==> config.mk <==
export PLATFORM = sky130hd
export DESIGN_NAME = spi_reg_ctrl
export DESIGN_NICKNAME = d
export VERILOG_FILES = /design/src/rtl/spi_reg_ctrl.sv
export SDC_FILE = /design/constraint.sdc
export NUM_CORES = 1
export LEC_CHECK = 0
export CAP_MARGIN = 20
export CORE_MARGIN = 5
export CORE_UTILIZATION = 54
export DETAILED_ROUTE_END_ITERATION = 7
export GPL_ROUTABILITY_DRIVEN = 0
export PLACE_DENSITY = 0.92
export SLEW_MARGIN = 20
export SYNTH_ARGS = -nofsm -noshare
export SYNTH_HDL_FRONTEND = slang
export SYNTH_SLANG_ARGS = --single-unit
==> constraint.sdc <==
create_clock -name clk -period 4.6 [get_ports clk]
set_input_delay 0.92 -clock clk [delete_from_list [all_inputs] [get_ports clk]]
set_output_delay 0.92 -clock clk [all_outputs]
set_load 0.02 [all_outputs]
==> src/rtl/spi_reg_ctrl.sv <==
// -----------------------------------------------------------------------------
// spi_reg_ctrl
//   SPI-slave (mode 0, MSB first) transaction sequencer between the chip pads
//   and the core register file. Runs entirely on the system clock: the SPI pad
//   signals are oversampled through synchronisers and their edges detected.
//   A command byte {rw, addr} is followed by one or more data bytes. Writes
//   issue a one-clk reg_we per byte; reads issue a one-clk reg_re and shift
//   the returned data out on miso.
//
//   Optional feature macro: SPI_AUTOINC_EN
//     defined   : burst mode, reg_addr increments (mod 2^ADDR_W) after every
//                 completed data byte; read prefetch targets addr+1.
//     undefined : reg_addr is fixed for the whole frame.
//
// Ports
//   clk        in   system clock
//   rst        in   synchronous active-high reset
//   sclk       in   SPI clock from pad (asynchronous)
//   cs_n       in   SPI chip select from pad, active low (asynchronous)
//   mosi       in   SPI data in from pad (asynchronous)
//   miso       out  SPI data out to pad, always driven
//   reg_addr   out  register address, stable while a strobe is high
//   reg_wdata  out  write data, valid with reg_we
//   reg_we     out  one-clk write strobe
//   reg_re     out  one-clk read strobe
//   reg_rdata  in   read data, valid one clk after reg_re
//   busy       out  high while a frame is being processed
// -----------------------------------------------------------------------------
module spi_reg_ctrl #(
  parameter int ADDR_W      = 7,
  parameter int DATA_W      = 8,
  parameter int SYNC_STAGES = 2
) (
  input  logic              clk,
  input  logic              rst,
  input  logic              sclk,
  input  logic              cs_n,
  input  logic              mosi,
  output logic              miso,
  output logic [ADDR_W-1:0] reg_addr,
  output logic [DATA_W-1:0] reg_wdata,
  output logic              reg_we,
  output logic              reg_re,
  input  logic [DATA_W-1:0] reg_rdata,
  output logic              busy
);

  localparam int                BIT_W = $clog2(DATA_W);
  localparam logic [BIT_W-1:0]  LAST  = BIT_W'(DATA_W - 1);

  typedef enum logic [1:0] {IDLE, CMD, WDATA, RDATA} state_e;

  // One extra flop beyond the synchroniser holds the previous synced value
  // for edge detection. These track the pads continuously and are not reset,
  // so a frame already in progress at reset release never shows a cs_n fall.
  logic [SYNC_STAGES:0]   sclk_sync_q;
  logic [SYNC_STAGES:0]   cs_sync_q;
  logic [SYNC_STAGES-1:0] mosi_sync_q;

  always_ff @(posedge clk) begin
    sclk_sync_q <= {sclk_sync_q[SYNC_STAGES-1:0], sclk};
    cs_sync_q   <= {cs_sync_q[SYNC_STAGES-1:0], cs_n};
    mosi_sync_q <= {mosi_sync_q[SYNC_STAGES-2:0], mosi};
  end

  logic sclk_rise, sclk_fall, cs_fall, cs_high, mosi_s;
  assign sclk_rise = sclk_sync_q[SYNC_STAGES-1] & ~sclk_sync_q[SYNC_STAGES];
  assign sclk_fall = ~sclk_sync_q[SYNC_STAGES-1] & sclk_sync_q[SYNC_STAGES];
  assign cs_fall   = ~cs_sync_q[SYNC_STAGES-1] & cs_sync_q[SYNC_STAGES];
  assign cs_high   = cs_sync_q[SYNC_STAGES-1];
  assign mosi_s    = mosi_sync_q[SYNC_STAGES-1];

  state_e            state_q, state_d;
  logic [BIT_W-1:0]  bit_cnt_q, bit_cnt_d;
  logic [DATA_W-2:0] rx_q, rx_d;
  logic [DATA_W-1:0] tx_q, tx_d;
  logic              miso_q, miso_d;
  logic [ADDR_W-1:0] addr_q, addr_d;
  logic [DATA_W-1:0] wdata_q, wdata_d;
  logic              we_q, we_d;
  logic              re_q, re_d;
  logic              cap_q, cap_d;
  logic [DATA_W-1:0] byte_w;
  logic              byte_done;

  always_comb begin
    state_d   = state_q;
    bit_cnt_d = bit_cnt_q;
    rx_d      = rx_q;
    tx_d      = tx_q;
    miso_d    = miso_q;
    addr_d    = addr_q;
    wdata_d   = wdata_q;
    we_d      = 1'b0;
    re_d      = 1'b0;
    cap_d     = re_q;       // read data arrives one clk after the strobe
    byte_done = 1'b0;
    byte_w    = {rx_q, mosi_s};

    case (state_q)
      IDLE: begin
        bit_cnt_d = '0;
        if (cs_fall) state_d = CMD;
      end
      default: begin
        if (sclk_rise) begin
          rx_d = byte_w[DATA_W-2:0];
          if (bit_cnt_q == LAST) begin
            bit_cnt_d = '0;
            byte_done = 1'b1;
          end else begin
            bit_cnt_d = bit_cnt_q + BIT_W'(1);
          end
        end

        if (byte_done) begin
          case (state_q)
            CMD: begin
              addr_d = byte_w[ADDR_W-1:0];
              if (byte_w[DATA_W-1]) begin
                re_d    = 1'b1;
                state_d = RDATA;
              end else begin
                state_d = WDATA;
              end
            end
            WDATA: begin
              wdata_d = byte_w;
              we_d    = 1'b1;
            end
            default: begin
              // Prefetch for the next byte so its MSB is ready for the
              // falling edge that closes the current byte.
              re_d = 1'b1;
`ifdef SPI_AUTOINC_EN
              addr_d = addr_q + ADDR_W'(1);
`endif
            end
          endcase
        end

        if (state_q == RDATA && sclk_fall) begin
          miso_d = tx_q[DATA_W-1];
          tx_d   = {tx_q[DATA_W-2:0], 1'b0};
        end

        // A byte completing in the same clk as cs_n rising still issues its
        // strobe above; only the frame state is dropped here.
        if (cs_high) begin
          state_d   = IDLE;
          bit_cnt_d = '0;
        end
      end
    endcase

    if (cap_q) tx_d = reg_rdata;

`ifdef SPI_AUTOINC_EN
    // Write addresses advance the clk after the strobe so reg_addr stays
    // stable while reg_we is high.
    if (we_q) addr_d = addr_q + ADDR_W'(1);
`endif

    if (state_d != RDATA) miso_d = 1'b0;
  end

  always_ff @(posedge clk) begin
    if (rst) begin
      state_q   <= IDLE;
      bit_cnt_q <= '0;
      miso_q    <= 1'b0;
      addr_q    <= '0;
      wdata_q   <= '0;
      we_q      <= 1'b0;
      re_q      <= 1'b0;
      cap_q     <= 1'b0;
    end else begin
      state_q   <= state_d;
      bit_cnt_q <= bit_cnt_d;
      miso_q    <= miso_d;
      addr_q    <= addr_d;
      wdata_q   <= wdata_d;
      we_q      <= we_d;
      re_q      <= re_d;
      cap_q     <= cap_d;
    end
  end

  always_ff @(posedge clk) begin
    rx_q <= rx_d;
    tx_q <= tx_d;
  end

  assign miso      = miso_q;
  assign reg_addr  = addr_q;
  assign reg_wdata = wdata_q;
  assign reg_we    = we_q;
  assign reg_re    = re_q;
  assign busy      = (state_q != IDLE);

endmodule

==> results of run 1 <==
area by class of cell:
cell class | instances | area [um^2] | area share [%]
clock buffer | 5 | 37.5 | 1.82
inverter | 3 | 11.3 | 0.545
multi-input combinational | 88 | 542 | 26.2
tap | 44 | 55.1 | 2.66
timing repair buffer | 31 | 310 | 15.0
clock inverter | 3 | 20.0 | 0.969
sequential | 47 | 1090 | 52.8
per-stage QoR:
stage	cell area [um^2]	hold slack, ns	cells
after floorplan	1680	0.310	145
after global placement	2010	0.310	213
after detailed placement	2010	0.313	213
after CTS	2070	0.344	221
after global routing	2070	0.348	221
final	2070	0.343	221
registers in the layout (all words and copies together), names as in the netlist:
name / cells
reg_wdata: 8
tx_q: 8
reg_addr: 7
rx_q: 7
bit_cnt_q: 3
cs_sync_q: 3
sclk_sync_q: 3
mosi_sync_q: 2
state_q: 2
cap_q: 1
miso: 1
reg_re: 1
reg_we: 1
final timing paths:
check / startpoint / to / slack [ns] / cells past startpoint
hold / removal: cs_sync_q[0] / cs_sync_q[1] / 0.34 / 0
setup reg to reg: bit_cnt_q[0] / miso / 2.88 / 5
setup / recovery: state_q[1] / busy / 1.92 / 3
hold reg to reg: cs_sync_q[0] / cs_sync_q[1] / 0.34 / 0
cells in the final DEF (no fill, tap or decap):
| cell type | n |
|---|---|
| a21oi_1 | 17 |
| a221o_1 | 1 |
| and2_1 | 1 |
| and2b_1 | 1 |
| and3b_1 | 1 |
| and4b_1 | 1 |
| clkbuf_4 | 5 |
| clkdlybuf4s50_1 | 31 |
| clkinv_2 | 1 |
| clkinvlp_4 | 2 |
| dfxtp_1 | 32 |
| edfxtp_1 | 15 |
| ha_1 | 2 |
| inv_1 | 3 |
| mux2_2 | 7 |
| mux2i_1 | 2 |
| nand2_1 | 3 |
| nand2b_1 | 4 |
| nand3_1 | 15 |
| nand3b_1 | 2 |
| nand4b_1 | 2 |
| nor2_1 | 8 |
| nor2b_1 | 2 |
| nor3_1 | 2 |
| nor4_2 | 1 |
| o21ai_0 | 15 |
| or3_1 | 1 |
synth_stat cells (all sizes together):
cell / instances / area, um^2
nor2: 8 / 30.0
and4b: 1 / 10.0
a221o: 1 / 10.0
nor4: 1 / 12.5
and3b: 1 / 8.76
nand2b: 4 / 25.0
dfxtp: 32 / 641
nand4b: 2 / 17.5
or3: 1 / 6.26
o21ai: 15 / 75.1
nor2b: 2 / 12.5
edfxtp: 15 / 450
a21oi: 17 / 85.1
mux2: 7 / 78.8
nand3b: 2 / 15.0
nand3: 15 / 75.1
mux2i: 2 / 20.0
buf: 1 / 11.3
nand2: 3 / 11.3
nor3: 2 / 10.0
inv: 3 / 11.3
clkbuf: 6 / 22.5
and2: 1 / 6.26
ha: 2 / 25.0
and2b: 1 / 7.51
worst register-to-register path, stage by stage (launching register included):
cell	delay, ns
dfxtp_1	0.36
ha_1	0.21
ha_1	0.25
and4b_1	0.31
a221o_1	0.38
nor4_2	0.13
cell families after synthesis:
kind of cell	after synthesis	synth area share, %
flops	47	65.0
simple gates	44	14.8
compound gates	33	10.1
buf+inv	10	2.68
mux	9	5.89
fa+ha+maj	2	1.49
layer usage:
| layer | global-route usage (%) | part of all wire [%] | vias to the layer above |
|---|---|---|---|
| li1 | - | - | 582 |
| met1 | 20.3 | 40 | 577 |
| met2 | 30.9 | 51 | 40 |
| met3 | 6.84 | 7.3 | 9 |
| met4 | 8.81 | 2.5 | 0 |
| met5 | 0 | 0 | - |
report_power, final:
group,switching (mW),leakage [nW],internal [mW],total [mW]
Sequential,0.00407,0.395,0.430,0.434
Clock,0.130,0.0272,0.0584,0.188
Combinational,0.00710,0.268,0.0121,0.0192
==> results_dict.tcl, run 1 <==
set metrics [dict create \
    relSlewSlack_pct 50.9 \
    cts_tree "done" \
    skew_ns 0.0108 \
    vias 1208 \
    path_buf_inv 2 \
    root_buffer "clkbuf_4" \
    total_power_uw 642 \
    syn_inst 145 \
    pin_count 32 \
    fill_cells 251 \
    status "completed" \
    row_count 20 \
    numPortBuffers 31 \
    fin_nets 191 \
    slew_viol_final 0 \
    yosys.cell_types.count 25 \
    power_density_nw_per_um2 311 \
    core_um2 3030 \
    synth_fp_nets 160 \
    layout_setup_ws_ns 1.92 \
    cp.arrival_ns 1.76 \
    dpl.hpwl_um 2500 \
    max_cap_viol_count 0 \
    syn_area_per_cell_um2 11.6 \
    cts-htree-levels 2 \
    viasPerCell 5.47 \
    setup_viol 0 \
    worstMarginPinSlew_ns 0.735 \
    ctsHoldBuffers 0 \
    rsz0062_at_grt "false" \
    crit_path_cell_trace "nor2_1 > inv_1 > clkdlybuf4s50_1" \
    drtPass1Iterations 4 \
    cts_resized 0 \
    yosysSeqAreaShare_pct 65.0 \
    grt_usage_pct 18.4 \
    p_leak_nw 0.691 \
    wl_per_cell_um 15.4 \
    yosys_warnings 0 \
    cts.clk_slew.worst_paths_ns 0.13 \
    fin_util_pct 68.3 \
    clock_path_buffers 2 \
    drt_iter0_drc 49 \
    grt_pass1_wl_um 5950 \
    post-route-min-period_ns 2.68 \
    antennaDiodeCount 0 \
    dieWidth_um 65.7 \
    wl_um 3410 \
    startpoint_type "flop" \
    cpPeakStageDelay_ns 0.61 \
    drcViolationCount 0 \
    post-route-period-util_pct 58.3 \
    end_kind "output pin" \
    die_y_um 65.7 \
    crit_type "flop to output pin" \
    dp_slack_ns 1.95 \
    critPathTopFamily "buffers and inverters" \
    cts-buffers-inserted 5 \
    postCtsSetupRepairBufs 0 \
    grt_pass1_vias 1282 \
    final-hold-violation-count 0 \
    crit_slowest_cell "dfxtp_1" \
    antenna_found_initial 0 \
    ant_nets 0 \
    grt_max_degree 21 \
    fin_tns_setup_ns 0 \
    grt_overflow 0 \
    dieArea_um2 4320 \
    hold_path_class "flop to flop" \
    ys_ff_latch 47 \
    critPathMaxFanout 15 \
    crit_required_ns 3.68 \
    fmax_mhz 373 \
    clock_latency_ns 0.37 \
    start_util_pct 55.4 \
    synth_area_um2 1680 \
    drive_gt1_share_pct 9.04 \
    cts_num_sinks 47 \
    syn_to_final_growth_pct 23.2 \
    peakVddDrop_uv 213 \
]
Note: power is estimated with default switching activity, not from simulation.
==> run 2, diff against run 1 <==
--- a/config.mk
+++ b/config.mk
@@ -7,10 +7,10 @@
 export LEC_CHECK = 0
 export CAP_MARGIN = 20
 export CORE_MARGIN = 5
-export CORE_UTILIZATION = 54
+export CORE_UTILIZATION = 45
 export DETAILED_ROUTE_END_ITERATION = 7
 export GPL_ROUTABILITY_DRIVEN = 0
-export PLACE_DENSITY = 0.92
+export PLACE_DENSITY = 0.82
 export SLEW_MARGIN = 20
 export SYNTH_ARGS = -nofsm -noshare
 export SYNTH_HDL_FRONTEND = slang
==> constraint.sdc (replaced) <==
create_clock -name clk -period 2.2 [get_ports clk]
set_input_delay 0.44 -clock clk [delete_from_list [all_inputs] [get_ports clk]]
set_output_delay 0.44 -clock clk [all_outputs]
set_load 0.02 [all_outputs]
==> run 2 against run 1 <==
Combinational power up 120%; register-to-register slack worse by 2.3 ns; routed wire length down 2.5%; die area is 17% higher; hold slack worse by 0.011 ns; clock power increased to 2.6 times the previous value; largest power group unchanged; sequential power increased by 110%; critical path depth did not move; largest cell class unchanged; via count barely moved; power rose by 120%; global-route usage shrank 4.5 points; non-clock buffer count is 1 higher.
==> results_dict.tcl, run 2 (synthesis gave the netlist of run 1 again) <==
set metrics [dict create \
    fin_util_pct 58.0 \
    final_cells 226 \
    p_leak_nw 0.709 \
    fill_cells 302 \
    power_density_nw_per_um2 683 \
    crit_type "flop to output pin" \
    rsz0062_at_grt "false" \
    grt_overflow 0 \
    antenna_found_initial 0 \
    grt_busiest_layer "met2" \
    cts_tree "done" \
    ant_nets 0 \
    cts_num_sinks 47 \
    antennaDiodeCount 0 \
    postCtsSetupRepairBufs 0 \
    clock_latency_ns 0.30 \
    r2r_setup_slack_ns 0.53 \
    seqCellArea_um2 1090 \
    end_kind "output pin" \
    ctsHoldBuffers 0 \
    wl_per_cell_um 14.7 \
    critPathMaxFanout 15 \
    dieWidth_um 71.1 \
    slew_viol_final 0 \
    regToRegStartpoint "bit_cnt_q[0]" \
    drcViolationCount 0 \
    row_count 22 \
    dp_slack_ns 0.422 \
    place_inst 218 \
    dieArea_um2 5050 \
    drt_iter0_drc 96 \
    viasPerCell 5.34 \
    hold_path_class "flop to flop" \
    hp-start "sclk_sync_q[0]" \
    total_power_mw 1.44 \
    use_met2_pct 22.2 \
    drive_gt1_share_pct 8.99 \
    status "completed" \
    drtPass1Iterations 4 \
    final-hold-violation-count 0 \
    cts-buffers-inserted 5 \
    cp.arrival_ns 1.69 \
    vias 1207 \
    fin_tns_setup_ns 0 \
    post-route-min-period_ns 2.13 \
    grt_pass1_wl_um 5460 \
    grtUsageMet3_pct 4.26 \
    crit_required_ns 1.76 \
    cts_resized 0 \
    startpoint_type "flop" \
    skew_ns 0.00571 \
    relSlewSlack_pct 62.2 \
    clock_path_buffers 2 \
    met1_usage_pct 17.1 \
    cts-htree-levels 2 \
    setup_viol 0 \
    peakVddDrop_uv 379 \
    wl_um 3320 \
    root_buffer "clkbuf_8" \
    final_cell_mix "dfxtp_1 (32), clkdlybuf4s50_1 (31), a21oi_1 (17)" \
    pin_count 32 \
    grt_pass1_vias 1177 \
    core_um2 3630 \
    syn_to_final_growth_pct 25.6 \
    post-route-period-util_pct 97.0 \
    grt_max_degree 20 \
    startpoint "state_q[1]" \
    cts.clk_slew.worst_paths_ns 0.08 \
    die_y_um 71.1 \
    final_common_cell "dfxtp_1" \
    multi_input_area_um2 542 \
    numPortBuffers 31 \
    fmax_mhz 469 \
    max_cap_viol_count 0 \
    grt_usage_pct 13.9 \
    fin_nets 192 \
    start_util_pct 46.2 \
    layout_setup_ws_ns 0.0668 \
    worstMarginPinSlew_ns 0.565 \
    dpl.hpwl_um 2310 \
]
## run 2: changes by cell type in the layout (fill, tap and decap cells not counted), sizes merged
| cell | before | now |
|---|---|---|
| clkbuf | 5 | 6 |
| buf | 0 | 1 |
| clkinvlp | 2 | 1 |
## run 2: worst max-delay path: stages, from the launching register on
cell	delay, ns
dfxtp_1	0.59
nor2_1	0.13
inv_1	0.07
clkdlybuf4s50_1	0.60
## run 2: routing by layer
layer	share of wire, %	vias to the layer above
met2	46	44
met4	1.8	0
met1	45	570
li1	-	584
met5	0	-
met3	7.0	9
## run 2: worst paths after layout
path | end | cells after the start
hold / removal | sclk_sync_q[1] | 0
setup / recovery | busy | 3
setup reg to reg | miso | 5
hold reg to reg | sclk_sync_q[1] | 0
## run 2: area by class of cell
| type | instances | share of cell area [%] |
|---|---|---|
| Sequential cell | 47 | 51.8 |
| Multi-Input combinational cell | 88 | 25.7 |
| Timing Repair Buffer | 32 | 15.1 |
| Clock buffer | 6 | 3.44 |
| Tap cell | 48 | 2.85 |
| Clock inverter | 2 | 0.594 |
| Inverter | 3 | 0.534 |
## run 2: power by group
group / switching [mW] / internal [mW] / total, mW
combinational: 0.0154 / 0.0266 / 0.0420
sequential: 0.00805 / 0.899 / 0.907
clock: 0.268 / 0.222 / 0.490
## run 2: stage by stage
step	hold WS [ns]	instance area (um^2)
finish	0.332	2110
global placement	0.311	2020
CTS	0.334	2110
global route	0.337	2110
detailed placement	0.315	2020
floorplan	0.310	1680
==> run 3, diff against run 2 <==
--- a/config.mk
+++ b/config.mk
@@ -6,7 +6,7 @@
 export NUM_CORES = 1
 export LEC_CHECK = 0
 export CAP_MARGIN = 20
-export CORE_MARGIN = 5
+export CORE_MARGIN = 4
 export CORE_UTILIZATION = 45
 export DETAILED_ROUTE_END_ITERATION = 7
 export GPL_ROUTABILITY_DRIVEN = 0
==> run 3 against run 2 <==
Clock-buffer cell count increased by 1; combinational power increased by 1%; critical path depth unchanged; sequential cell count unchanged; final area increased by 0.24%; worst setup slack improved by 0.17 ns; power increased by 2.2%.
==> results_dict.tcl, run 3 (synthesis gave the netlist of run 1 again) <==
set metrics [dict create \
    vias 1197 \
    die_y_um 69.1 \
    final_area_um2 2110 \
    crit_required_ns 1.76 \
    relSlewSlack_pct 59.5 \
    fmax_mhz 509 \
    placed_cell_area_um2 2020 \
    p_leak_nw 0.717 \
    p_int_mw 1.18 \
    cpPeakStageDelay_ns 0.59 \
    postCtsSetupRepairBufs 0 \
    cts.clk_slew.worst_paths_ns 0.08 \
    sequentialPowerShare_pct 61.7 \
    viasPerCell 5.34 \
    clock_path_buffers 2 \
    dieArea_um2 4770 \
    ant_nets 0 \
    numPortBuffers 31 \
    drt_iter0_drc 71 \
    max_cap_viol_count 0 \
    crit_path_cell_trace "nor2_1 > inv_1 > clkdlybuf4s50_1" \
    cp.arrival_ns 1.52 \
    swShare_pct 19.8 \
    worstMarginPinSlew_ns 0.605 \
    clkPwrFrac_pct 35.4 \
    grt_usage_pct 15.4 \
    pin_count 32 \
    grt_overflow 0 \
    wl_per_cell_um 15.7 \
    antennaDiodeCount 0 \
    final-hold-violation-count 0 \
    cts_resized 0 \
    cts_num_sinks 47 \
    p_comb_share_pct 2.9 \
    post-route-min-period_ns 1.96 \
    slew_viol_final 0 \
    core_um2 3470 \
    crit_slowest_cell "clkdlybuf4s50_1" \
    startpoint_type "flop" \
    grt_pass1_vias 1230 \
    start_util_pct 48.4 \
    drive_gt1_share_pct 9.55 \
    dieWidth_um 69.1 \
    syn_to_final_growth_pct 25.9 \
    drcViolationCount 0 \
    dpl.hpwl_um 2500 \
    critPathMaxFanout 15 \
    power_density_nw_per_um2 697 \
    row_count 21 \
    skew_ns 0.00642 \
    clock_latency_ns 0.30 \
    wl_um 3520 \
    drtPass1Iterations 4 \
    critPathTopFamily "buffers and inverters" \
    final_cell_mix "dfxtp_1 (31), clkdlybuf4s50_1 (31), a21oi_1 (17)" \
    path_buf_inv 2 \
    root_buffer "clkbuf_8" \
    grt_max_degree 20 \
    status "completed" \
    setup_viol 0 \
    cts-buffers-inserted 5 \
    end_kind "output pin" \
    ctsHoldBuffers 0 \
    grt_pass1_wl_um 5820 \
    peakVddDrop_uv 519 \
    fin_nets 192 \
    hold_path_class "flop to flop" \
    fin_tns_setup_ns 0 \
    cts_tree "done" \
    rsz0062_at_grt "false" \
    crit_type "flop to output pin" \
    post-route-period-util_pct 89.3 \
    antenna_found_initial 0 \
    p_sw_uw 292 \
    cts-htree-levels 2 \
]
-- run 3: cell count changes in the layout (fill, tap and decap cells not counted) --
| cell | previous run | this run |
|---|---|---|
| clkinvlp_4 | 1 | 0 |
| clkbuf_8 | 5 | 6 |
| dfxtp_1 | 32 | 31 |
| dfxtp_2 | 0 | 1 |
-- run 3: per-stage QoR --
step           utilization, %  std cells  hold WS, ns  power (mW)  worst slack, ns
3_5_place_dp             58.2        216        0.315       0.969            0.409
5_1_grt                  60.9        224        0.344        1.52            0.152
6_report                 60.9        224        0.333        1.47            0.235
4_1_cts                  60.9        224        0.335        1.48           0.0649
3_3_place_gp             58.2        216        0.313       0.967            0.468
2_1_floorplan               -        145        0.310       0.940            0.640
-- run 3: per-layer routing --
layer,global-route usage [%],vias to the layer above,routed length [um]
li1,-,583,-
met1,18.0,562,1470
met2,25.4,43,1790
met3,5.38,9,181
met4,6.72,0,79
met5,0,-,0
-- run 3: worst register-to-register path, cell delays in order (launching register included) --
cell	delay, ns
dfxtp_1	0.33
ha_1	0.20
ha_1	0.25
and4b_1	0.32
a221o_1	0.40
nor4_2	0.12
-- run 3: power by group through the flow --
stage | clock (mW) | combinational, mW | sequential [mW]
finish | 0.522 | 0.0424 | 0.907
global route | 0.567 | 0.0456 | 0.909
CTS | 0.535 | 0.0425 | 0.907
detailed placement | 0 | 0.0421 | 0.927
global placement | 0 | 0.0405 | 0.927
floorplan | 0 | 0.0155 | 0.925
-- run 3: final cells by class --
type,instances,area [um^2]
Fill cell,279,1360
Sequential cell,47,1090
Multi-Input combinational cell,88,542
Timing Repair Buffer,32,318
Clock buffer,7,86.3
Tap cell,46,57.6
Inverter,3,11.3
Clock inverter,1,5.00
-- run 3: worst paths after layout --
check,from,depth (start not counted),end,slack (ns)
min reg2reg,sclk_sync_q[0],0,sclk_sync_q[1],0.33
max reg2reg,bit_cnt_q[0],5,miso,0.48
max,state_q[1],3,busy,0.24
min,sclk_sync_q[0],0,sclk_sync_q[1],0.33
